## src/rtl/apb_timer_responder.sv

```systemverilog
// APB3 completer with a 32-bit compare/auto-reload timer and a level interrupt.
// Optional prescaler is built when APB_TIMER_PRESCALER_EN is defined.
module apb_timer_responder #(
    parameter int unsigned WAIT_STATES = 0,
    parameter logic [31:0] ID_VALUE    = 32'h54494D31
) (
    input  logic        io_systemClk,
    input  logic        io_asyncResetn,
    input  logic [15:0] io_apbSlave_0_PADDR,
    input  logic        io_apbSlave_0_PSEL,
    input  logic        io_apbSlave_0_PENABLE,
    input  logic        io_apbSlave_0_PWRITE,
    input  logic [31:0] io_apbSlave_0_PWDATA,
    output logic [31:0] io_apbSlave_0_PRDATA,
    output logic        io_apbSlave_0_PREADY,
    output logic        io_apbSlave_0_PSLVERROR,
    output logic        o_irq,
    output logic        o_match
);

    localparam logic [7:0] OFF_CTRL     = 8'h00;
    localparam logic [7:0] OFF_STATUS   = 8'h04;
    localparam logic [7:0] OFF_COUNT    = 8'h08;
    localparam logic [7:0] OFF_COMPARE  = 8'h0C;
    localparam logic [7:0] OFF_PRESCALE = 8'h10;
    localparam logic [7:0] OFF_ID       = 8'h14;
    localparam logic [3:0] WS_INIT      = 4'(WAIT_STATES);

    typedef enum logic {ST_IDLE, ST_ACCESS} state_t;

    state_t      state_q, state_d;
    logic [3:0]  ws_q, ws_d;
    logic [31:0] rdata_q;
    logic        err_q;
    logic [2:0]  ctrl_q, ctrl_d;
    logic        status_q, status_d;
    logic [31:0] count_q, count_d;
    logic [31:0] compare_q, compare_d;
    logic        irq_q, irq_d;
    logic        match_q, match_d;

    logic [7:0]  offset;
    logic [31:0] rd_val;
    logic        addr_hit;
    logic        acc_err;
    logic        done;
    logic        wr_commit;
    logic        tick;
    logic        unused_paddr;

    assign offset       = io_apbSlave_0_PADDR[7:0];
    assign unused_paddr = ^io_apbSlave_0_PADDR[15:8];

`ifdef APB_TIMER_PRESCALER_EN
    logic [15:0] prescale_q, prescale_d;
    logic [15:0] psc_cnt_q, psc_cnt_d;
`endif

    // Only word-aligned offsets appear below, so misaligned addresses fall into default.
    always_comb begin
        addr_hit = 1'b1;
        rd_val   = '0;
        case (offset)
            OFF_CTRL:     rd_val = {29'b0, ctrl_q};
            OFF_STATUS:   rd_val = {31'b0, status_q};
            OFF_COUNT:    rd_val = count_q;
            OFF_COMPARE:  rd_val = compare_q;
`ifdef APB_TIMER_PRESCALER_EN
            OFF_PRESCALE: rd_val = {16'b0, prescale_q};
`endif
            OFF_ID:       rd_val = ID_VALUE;
            default:      addr_hit = 1'b0;
        endcase
        acc_err = !addr_hit || (io_apbSlave_0_PWRITE && offset == OFF_ID);
    end

    // APB FSM: state register
    always_ff @(posedge io_systemClk or negedge io_asyncResetn) begin
        if (!io_asyncResetn) begin
            state_q <= ST_IDLE;
            ws_q    <= '0;
            rdata_q <= '0;
            err_q   <= 1'b0;
        end else begin
            state_q <= state_d;
            ws_q    <= ws_d;
            rdata_q <= acc_err ? 32'b0 : rd_val;
            err_q   <= acc_err;
        end
    end

    // APB FSM: next state
    always_comb begin
        state_d = state_q;
        ws_d    = ws_q;
        case (state_q)
            ST_IDLE: begin
                if (io_apbSlave_0_PSEL) begin
                    state_d = ST_ACCESS;
                    ws_d    = WS_INIT;
                end
            end
            ST_ACCESS: begin
                if (!io_apbSlave_0_PSEL) begin
                    state_d = ST_IDLE;
                end else if (io_apbSlave_0_PENABLE) begin
                    if (ws_q == 4'd0) state_d = ST_IDLE;
                    else              ws_d    = ws_q - 4'd1;
                end
            end
            default: state_d = ST_IDLE;
        endcase
    end

    // APB FSM: outputs
    always_comb begin
        done = (state_q == ST_ACCESS) && io_apbSlave_0_PSEL && io_apbSlave_0_PENABLE
               && (ws_q == 4'd0);
        wr_commit               = done && io_apbSlave_0_PWRITE && !err_q;
        io_apbSlave_0_PREADY    = done;
        io_apbSlave_0_PRDATA    = done ? rdata_q : 32'b0;
        io_apbSlave_0_PSLVERROR = done && err_q;
    end

`ifdef APB_TIMER_PRESCALER_EN
    assign tick = (psc_cnt_q == prescale_q);

    always_comb begin
        prescale_d = prescale_q;
        psc_cnt_d  = psc_cnt_q;
        if (!ctrl_q[0])  psc_cnt_d = '0;
        else if (tick)   psc_cnt_d = '0;
        else             psc_cnt_d = psc_cnt_q + 16'd1;
        if (wr_commit && offset == OFF_PRESCALE) begin
            prescale_d = io_apbSlave_0_PWDATA[15:0];
            psc_cnt_d  = '0;
        end
    end

    always_ff @(posedge io_systemClk or negedge io_asyncResetn) begin
        if (!io_asyncResetn) begin
            prescale_q <= '0;
            psc_cnt_q  <= '0;
        end else begin
            prescale_q <= prescale_d;
            psc_cnt_q  <= psc_cnt_d;
        end
    end
`else
    assign tick = 1'b1;
`endif

    // Bus writes override the counter step; a new match overrides a same-cycle W1C.
    always_comb begin
        ctrl_d    = ctrl_q;
        status_d  = status_q;
        count_d   = count_q;
        compare_d = compare_q;
        match_d   = 1'b0;
        irq_d     = status_q & ctrl_q[2];
        if (ctrl_q[0] && tick) begin
            if (count_q == compare_q) begin
                match_d = 1'b1;
                count_d = ctrl_q[1] ? 32'b0 : count_q + 32'd1;
            end else begin
                count_d = count_q + 32'd1;
            end
        end
        if (wr_commit) begin
            case (offset)
                OFF_CTRL:    ctrl_d    = io_apbSlave_0_PWDATA[2:0];
                OFF_STATUS:  if (io_apbSlave_0_PWDATA[0]) status_d = 1'b0;
                OFF_COUNT:   count_d   = io_apbSlave_0_PWDATA;
                OFF_COMPARE: compare_d = io_apbSlave_0_PWDATA;
                default: ;
            endcase
        end
        if (match_d) status_d = 1'b1;
    end

    always_ff @(posedge io_systemClk or negedge io_asyncResetn) begin
        if (!io_asyncResetn) begin
            ctrl_q    <= '0;
            status_q  <= 1'b0;
            count_q   <= '0;
            compare_q <= 32'hFFFF_FFFF;
            irq_q     <= 1'b0;
            match_q   <= 1'b0;
        end else begin
            ctrl_q    <= ctrl_d;
            status_q  <= status_d;
            count_q   <= count_d;
            compare_q <= compare_d;
            irq_q     <= irq_d;
            match_q   <= match_d;
        end
    end

    assign o_irq   = irq_q;
    assign o_match = match_q;

endmodule

```

## config.mk

```make
export PLATFORM = sky130hd
export DESIGN_NAME = apb_timer_responder
export DESIGN_NICKNAME = d
export VERILOG_FILES = /design/src/rtl/apb_timer_responder.sv
export SDC_FILE = /design/constraint.sdc
export NUM_CORES = 1
export LEC_CHECK = 0
export ABC_AREA = 1
export CAP_MARGIN = 0
export CORE_MARGIN = 10
export CORE_UTILIZATION = 45
export DETAILED_ROUTE_END_ITERATION = 8
export PLACE_DENSITY = 0.76
export SLEW_MARGIN = 30
export SYNTH_ARGS = -nofsm -noshare
export SYNTH_HDL_FRONTEND = slang
export SYNTH_SLANG_ARGS = --single-unit
```

## constraint.sdc

```tcl
create_clock -name io_systemClk -period 2.05 [get_ports io_systemClk]
set_input_delay 0.41 -clock io_systemClk [delete_from_list [all_inputs] [get_ports io_systemClk]]
set_output_delay 0.41 -clock io_systemClk [all_outputs]
set_load 0.02 [all_outputs]
```

==> flow_metrics.py, run 1 <==
metrics = {
    "outcome": {
        "status": "complete, but fails checks",
        "violations": "negative hold slack, negative setup slack",
    },
    "logic_synthesis": {
        "synthMuxAreaShare": 0.0405,
        "synth.top_cell.area_share": 0.302,
        "ys_types": 38,
        "synth_compound_gate_area_share": 0.0785,
        "yosysSeqAreaShare": 0.436,
        "syn_area_per_cell_um2": 7.52,
        "synth_fp_nets": 892,
        "synth_top_area_cell": "dfrtp_1",
        "syn_area_um2": 6300,
        "synth_edf_count": 0,
        "synth_area_leaders": "dfrtp_1 (30%), nand2_1 (14%), dfstp_2 (13%)",
        "synthSimpleGateAreaFrac": 0.297,
        "ys_ff_latch": 108,
        "ys.flop_type": "dfrtp_1",
        "async_reset_ff_frac": 1.00,
        "synth_xor_area_frac": 0.0388,
        "synth_top_family_by_area": "simple AND/OR/NAND/NOR gates",
        "synth-adder-area-share": 0.00397,
        "syn_inst": 837,
        "yosys_warnings": 0,
    },
    "die": {
        "io_pins": 89,
        "die_w_um": 138,
        "start_util": 0.457,
        "coreArea_um2": 13800,
        "die_h_um": 138,
        "rows": 43,
        "dieArea_um2": 19100,
    },
    "finish": {
        "drive_above_1_share": 0.264,
        "final_util": 0.608,
        "antennaDiodeCount": 0,
        "instances_no_fill": 1148,
        "final_area_um2": 8380,
        "fin_nets": 1018,
        "area_delta_synth_final_pct": 33.0,
    },
    "sta": {
        "hold_viol_final": 14,
        "timing.slew.headroom": 0.675,
        "rsz0062_at_grt": "yes",
        "setup_ws_ns": -0.00716,
        "hold_ws_ns": -0.0168,
        "fin_crit_sh": 1.00,
        "setup_viol": 4,
        "fin_skew_ns": 0.00789,
        "fin_crit_ns": 2.06,
        "clock.fmax_mhz": 486,
        "tns_ns": -0.0141,
        "maxSlewViolCount": 0,
        "tightest_slew_ns": 0.488,
    },
    "clock_network": {
        "htreeDepth": 3,
        "root_buffer": "clkbuf_16",
        "clk_pin_slew_ns": 0.07,
        "tritoncts": "done",
        "cts_hold_buffers": 0,
        "clock_sinks": 108,
        "clock_path_buffers": 2,
        "cts_buffers": 9,
        "clock_latency_ns": 0.35,
    },
    "detailed_routing": {
        "num_vias": 5910,
        "drt_pass1_iterations": 5,
        "vias_per_cell": 5.15,
        "route.detailed.drc": 0,
        "routed_wl_um": 18400,
        "wl_per_cell_um": 16.0,
        "ant_nets": 0,
        "dr.first_iter.drc_count": 579,
    },
    "pwr": {
        "p_per_area_nw_per_um2": 544,
        "vdd_drop_max_mv": 0.326,
        "p_total_mw": 4.56,
        "p_leak_nw": 3.99,
    },
    "place": {
        "place_hpwl_um": 13200,
        "dp.cells": 1114,
        "place_area_um2": 7610,
        "numPortBuffers": 80,
        "routabilityCongestion": 0.971,
    },
    "worst_hold_path": {
        "worstHoldPathType": "input port to async pin",
    },
    "critical_path": {
        "reg2reg_from": "compare_q[13]$_DFFE_PN1P_",
        "required_ns": 1.64,
        "crit_fanout": 12,
        "path_delay_family": "buffers and inverters",
        "r2r_slack_ns": 0.07,
        "cp_slowest_stage_delay_ns": 0.48,
        "regToRegEndpoint": "count_q[23]$_DFF_PN0_",
        "path_buf_inv": 4,
        "cp-start-kind": "input port",
        "crit_arrival_ns": 1.65,
        "worstSetupEndpointType": "output pin",
        "crit_chain": "clkdlybuf4s50_1 > nand3_1 > nor2_4 > inv_4 > buf_12 > nor2_1 > buf_4",
        "crit_path_top_delay_cell": "clkdlybuf4s50_1",
        "criticalPathCategory": "input port to output pin",
        "reg2reg_depth": 11,
    },
    "grt": {
        "grt_max_degree": 48,
        "grt_overflow": 0,
        "grt_pass1_wl_um": 29000,
        "first_global_vias": 5669,
        "antenna_found_initial": 0,
        "grt_usage": 0.182,
    },
    "job": {
        "cap_violations": 0,
    },
}
[per-layer routing]
metal	vias to the layer above	track usage	wire length, um
met4	0	0.0688	431
met1	2782	0.236	7760
met5	-	0	0
met3	31	0.0329	1510
li1	2849	-	-
met2	248	0.296	8700
[state kept, by name, summed over array words and instances, names as in the netlist]
name       cells
state_q        1
ctrl_q         3
count_q       32
status_q       1
o_irq          1
o_match        1
err_q          1
compare_q     32
rdata_q       32
ws_q           4
[cells in the final DEF (no fill, tap or decap), drive strengths merged]
master         Yosys  routed
nand3             34      34
clkinvlp           0       1
buf               21      95
xor2               8       8
bufinv             0       2
a21oi             35      35
o22ai             10      10
a22o               1       1
nand2            248     250
clkbuf             6      12
dfrtp             76      76
o21ai             25      25
o211ai             8       8
clkinv             0       1
nor3              21      21
clkdlybuf4s50      0      45
nor2             124     124
or2                1       1
nand4              8       8
nor3b              3       3
ha                 2       2
mux2              17      17
a31oi              2       2
o221ai             5       5
dfstp             32      32
xnor2             19      19
inv              131     131
[cell usage after synthesis, types with 16 or more instances]
cell     instances
dfrtp_1         76
o21ai_0         19
dfstp_2         32
mux2_4          17
inv_1          122
xnor2_1         18
nor3_1          16
nand3_1         33
a21oi_1         35
nor2_1         113
nand2_1        240
[stage by stage]
| step | hold WS [ns] | worst slack (ns) |
|---|---|---|
| after floorplan | 0.114 | 0.0252 |
| final | -0.0168 | -0.00716 |
| after global routing | 0.0149 | -0.0961 |
| after global placement | 0.373 | -0.426 |
| after CTS | 0.0000577 | -0.0169 |
| after detailed placement | 0.372 | -0.460 |
[how the worst max path moves through the flow]
| stage | start | to | slack [ns] | cells past startpoint |
|---|---|---|---|---|
| finish | io_apbSlave_0_PENABLE | io_apbSlave_0_PRDATA[0] | -0.007 | 7 |
| global route | count_q[1]$_DFF_PN0_ | count_q[22]$_DFF_PN0_ | -0.1 | 12 |
| CTS | ws_q[0]$_DFFE_PN0P_ | io_apbSlave_0_PRDATA[28] | -0.02 | 8 |
| detailed placement | io_apbSlave_0_PENABLE | io_apbSlave_0_PRDATA[4] | -0.46 | 7 |
| global placement | io_apbSlave_0_PENABLE | io_apbSlave_0_PRDATA[4] | -0.43 | 7 |
| floorplan | ws_q[0]$_DFFE_PN0P_ | io_apbSlave_0_PRDATA[10] | 0.03 | 7 |
[power breakdown]
group | internal, mW | leakage [nW] | switching, mW
registers | 2.17 | 1.34 | 0.0169
logic | 0.220 | 2.49 | 0.245
clock network | 1.14 | 0.159 | 0.772
[logic make-up (layout without fill, tap and decap cells)]
family	count (synthesis)	in the layout
xor+xnor	27	27
simple gates	439	441
compound gates	86	86
mux	17	17
buf+inv	158	287
flops	108	108
fa+ha+maj	2	2
[final cells by class]
| class | instances | area (um^2) |
|---|---|---|
| clock inverters | 4 | 72.6 |
| flip-flops and latches | 108 | 2750 |
| inverters | 131 | 497 |
| clock buffers | 12 | 256 |
| well taps | 180 | 225 |
| fillers | 1210 | 5400 |
| repair buffers | 140 | 1440 |
| multi-input cells | 573 | 3140 |
[timing repair]
action                                  4_1_cts  5_1_grt
endpoints found under the setup margin       34       82
cloned                                        1        2
pin swaps                                     2       21
buffers inserted                              1       14
resized for setup                           199       75
(Power assumes the default switching activity.)
==> run 2: changes to the inputs <==
Settings changed: CELL_PAD_IN_SITES_DETAIL_PLACEMENT from default to 0, CELL_PAD_IN_SITES_GLOBAL_PLACEMENT from default to 1, CORE_UTILIZATION 45 to 40, GPL_ROUTABILITY_DRIVEN from default to 0, PLACE_DENSITY 0.76 to 0.88.
==> run 2 against run 1 <==
Effect of this change: final area is 2.1% lower; maximum frequency is 0.84% lower; the run ends with negative setup slack left; combinational power is 17% higher; critical path depth is 1 higher; core utilization is 7.3 points lower.
==> flow_metrics.py, run 2 (same netlist as run 1, synthesis figures left out) <==
metrics = {
    "detailed_routing": {
        "vias_per_cell": 4.75,
        "routed_wl_um": 17600,
        "route.detailed.drc": 0,
        "num_vias": 5554,
        "drt_pass1_iterations": 7,
        "dr.first_iter.drc_count": 368,
        "wl_per_cell_um": 15.0,
        "ant_nets": 0,
    },
    "die": {
        "rows": 45,
        "die_h_um": 145,
        "start_util": 0.411,
        "dieArea_um2": 21200,
        "io_pins": 89,
        "die_w_um": 145,
        "coreArea_um2": 15300,
    },
    "pwr": {
        "p_per_area_nw_per_um2": 529,
        "p_leak_nw": 3.87,
        "vdd_drop_max_mv": 0.438,
    },
    "finish": {
        "final_area_um2": 8200,
        "fin_nets": 1009,
        "area_delta_synth_final_pct": 30.2,
        "drive_above_1_share": 0.231,
        "final_util": 0.535,
        "antennaDiodeCount": 0,
        "final_common_cell": "nand2_1",
        "instances_no_fill": 1170,
        "final_cell_mix": "nand2_1 (240), inv_1 (119), nor2_1 (84)",
        "reg_top3": "compare_q (32), count_q (32), rdata_q (32)",
    },
    "clock_network": {
        "clock_latency_ns": 0.36,
        "htreeDepth": 3,
        "clock_sinks": 108,
        "cts_hold_buffers": 0,
        "root_buffer": "clkbuf_16",
        "cts_buffers": 9,
        "clock_path_buffers": 2,
        "clk_pin_slew_ns": 0.07,
        "tritoncts": "done",
    },
    "worst_hold_path": {
        "worstHoldPathType": "input port to async pin",
    },
    "sta": {
        "tns_ns": -0.0530,
        "fin_crit_ns": 2.07,
        "hold_ws_ns": 0.0402,
        "clock.fmax_mhz": 482,
        "maxSlewViolCount": 0,
        "tightest_slew_ns": 0.460,
        "setup_ws_ns": -0.0246,
        "setup_viol": 6,
        "hold_viol_final": 0,
        "rsz0062_at_grt": "yes",
        "fin_skew_ns": 0.00885,
        "timing.slew.headroom": 0.691,
        "fin_crit_sh": 1.01,
    },
    "critical_path": {
        "worstSetupEndpointType": "output pin",
        "required_ns": 1.64,
        "reg2reg_from": "ws_q[0]$_DFFE_PN0P_",
        "crit_fanout": 11,
        "cp-startpoint": "ws_q[0]$_DFFE_PN0P_",
        "criticalPathCategory": "register to output pin",
        "crit_arrival_ns": 1.66,
        "cp-start-kind": "register",
    },
    "grt": {
        "grt_usage": 0.167,
        "grt_pass1_wl_um": 29100,
        "first_global_vias": 5455,
        "grt_overflow": 0,
        "grt_max_degree": 59,
        "antenna_found_initial": 0,
    },
    "place": {
        "dp.cells": 1149,
        "numPortBuffers": 80,
        "place_hpwl_um": 13200,
        "place_area_um2": 7690,
    },
    "outcome": {
        "status": "complete, but fails checks",
        "violations": "negative setup slack",
    },
    "job": {
        "cap_violations": 0,
    },
}
## run 2: final timing paths
kind	slack [ns]	to	cells past startpoint
max in group asynchronous	1.68	compare_q[6]$_DFFE_PN1P_	2
worst min-delay path	0.04	count_q[26]$_DFF_PN0_	2
worst max register to register	0.19	count_q[9]$_DFF_PN0_	12
worst min register to register	0.49	compare_q[2]$_DFFE_PN1P_	2
min in group io_systemClk	0.49	compare_q[2]$_DFFE_PN1P_	2
worst max-delay path	-0.02	io_apbSlave_0_PRDATA[1]	8
## run 2: repair_timing
action	in CTS	in global routing
gates cloned	1	0
setup endpoints to repair	34	58
gates resized for setup	206	40
pin swaps	2	1
buffers inserted	3	1
## run 2: through the flow
| stage | total power [mW] | setup slack (ns) |
|---|---|---|
| 3_3_place_gp | 2.63 | -0.463 |
| 2_1_floorplan | 2.36 | 0.0252 |
| 6_report | 4.34 | -0.0246 |
| 3_5_place_dp | 2.65 | -0.464 |
| 4_1_cts | 4.36 | -0.0431 |
| 5_1_grt | 4.53 | -0.106 |
## run 2: report_power, final
part / switching, mW / leakage (nW) / internal, mW
Combinational: 0.266 / 2.39 / 0.277
Sequential: 0.0154 / 1.35 / 2.17
Clock: 0.758 / 0.127 / 0.858
## run 2: cell type report
type	count	area, um^2
clock buffer	14	254
clock inverter	2	12.5
fill	1516	7120
inverter	131	494
multi-input combinational	571	3060
sequential	108	2750
tap	211	264
timing repair buffer	133	1370
## run 2: routing by layer
metal / share of wire / vias to the layer above / wire (um) / global-route usage
met4: 0.014 / 0 / 244 / 0.0475
met1: 0.47 / 2570 / 8340 / 0.228
li1: - / 2835 / - / -
met5: 0 / - / 0 / 0
met2: 0.46 / 132 / 8070 / 0.262
met3: 0.051 / 17 / 902 / 0.0342
## run 2: critical path, stage by stage, from the launching register on
cell     delay (ns)
dfrtp_1        0.39
inv_2          0.08
ha_4           0.14
nand3_4        0.09
nor2_4         0.12
inv_4          0.07
buf_12         0.16
nor2_2         0.11
buf_6          0.13
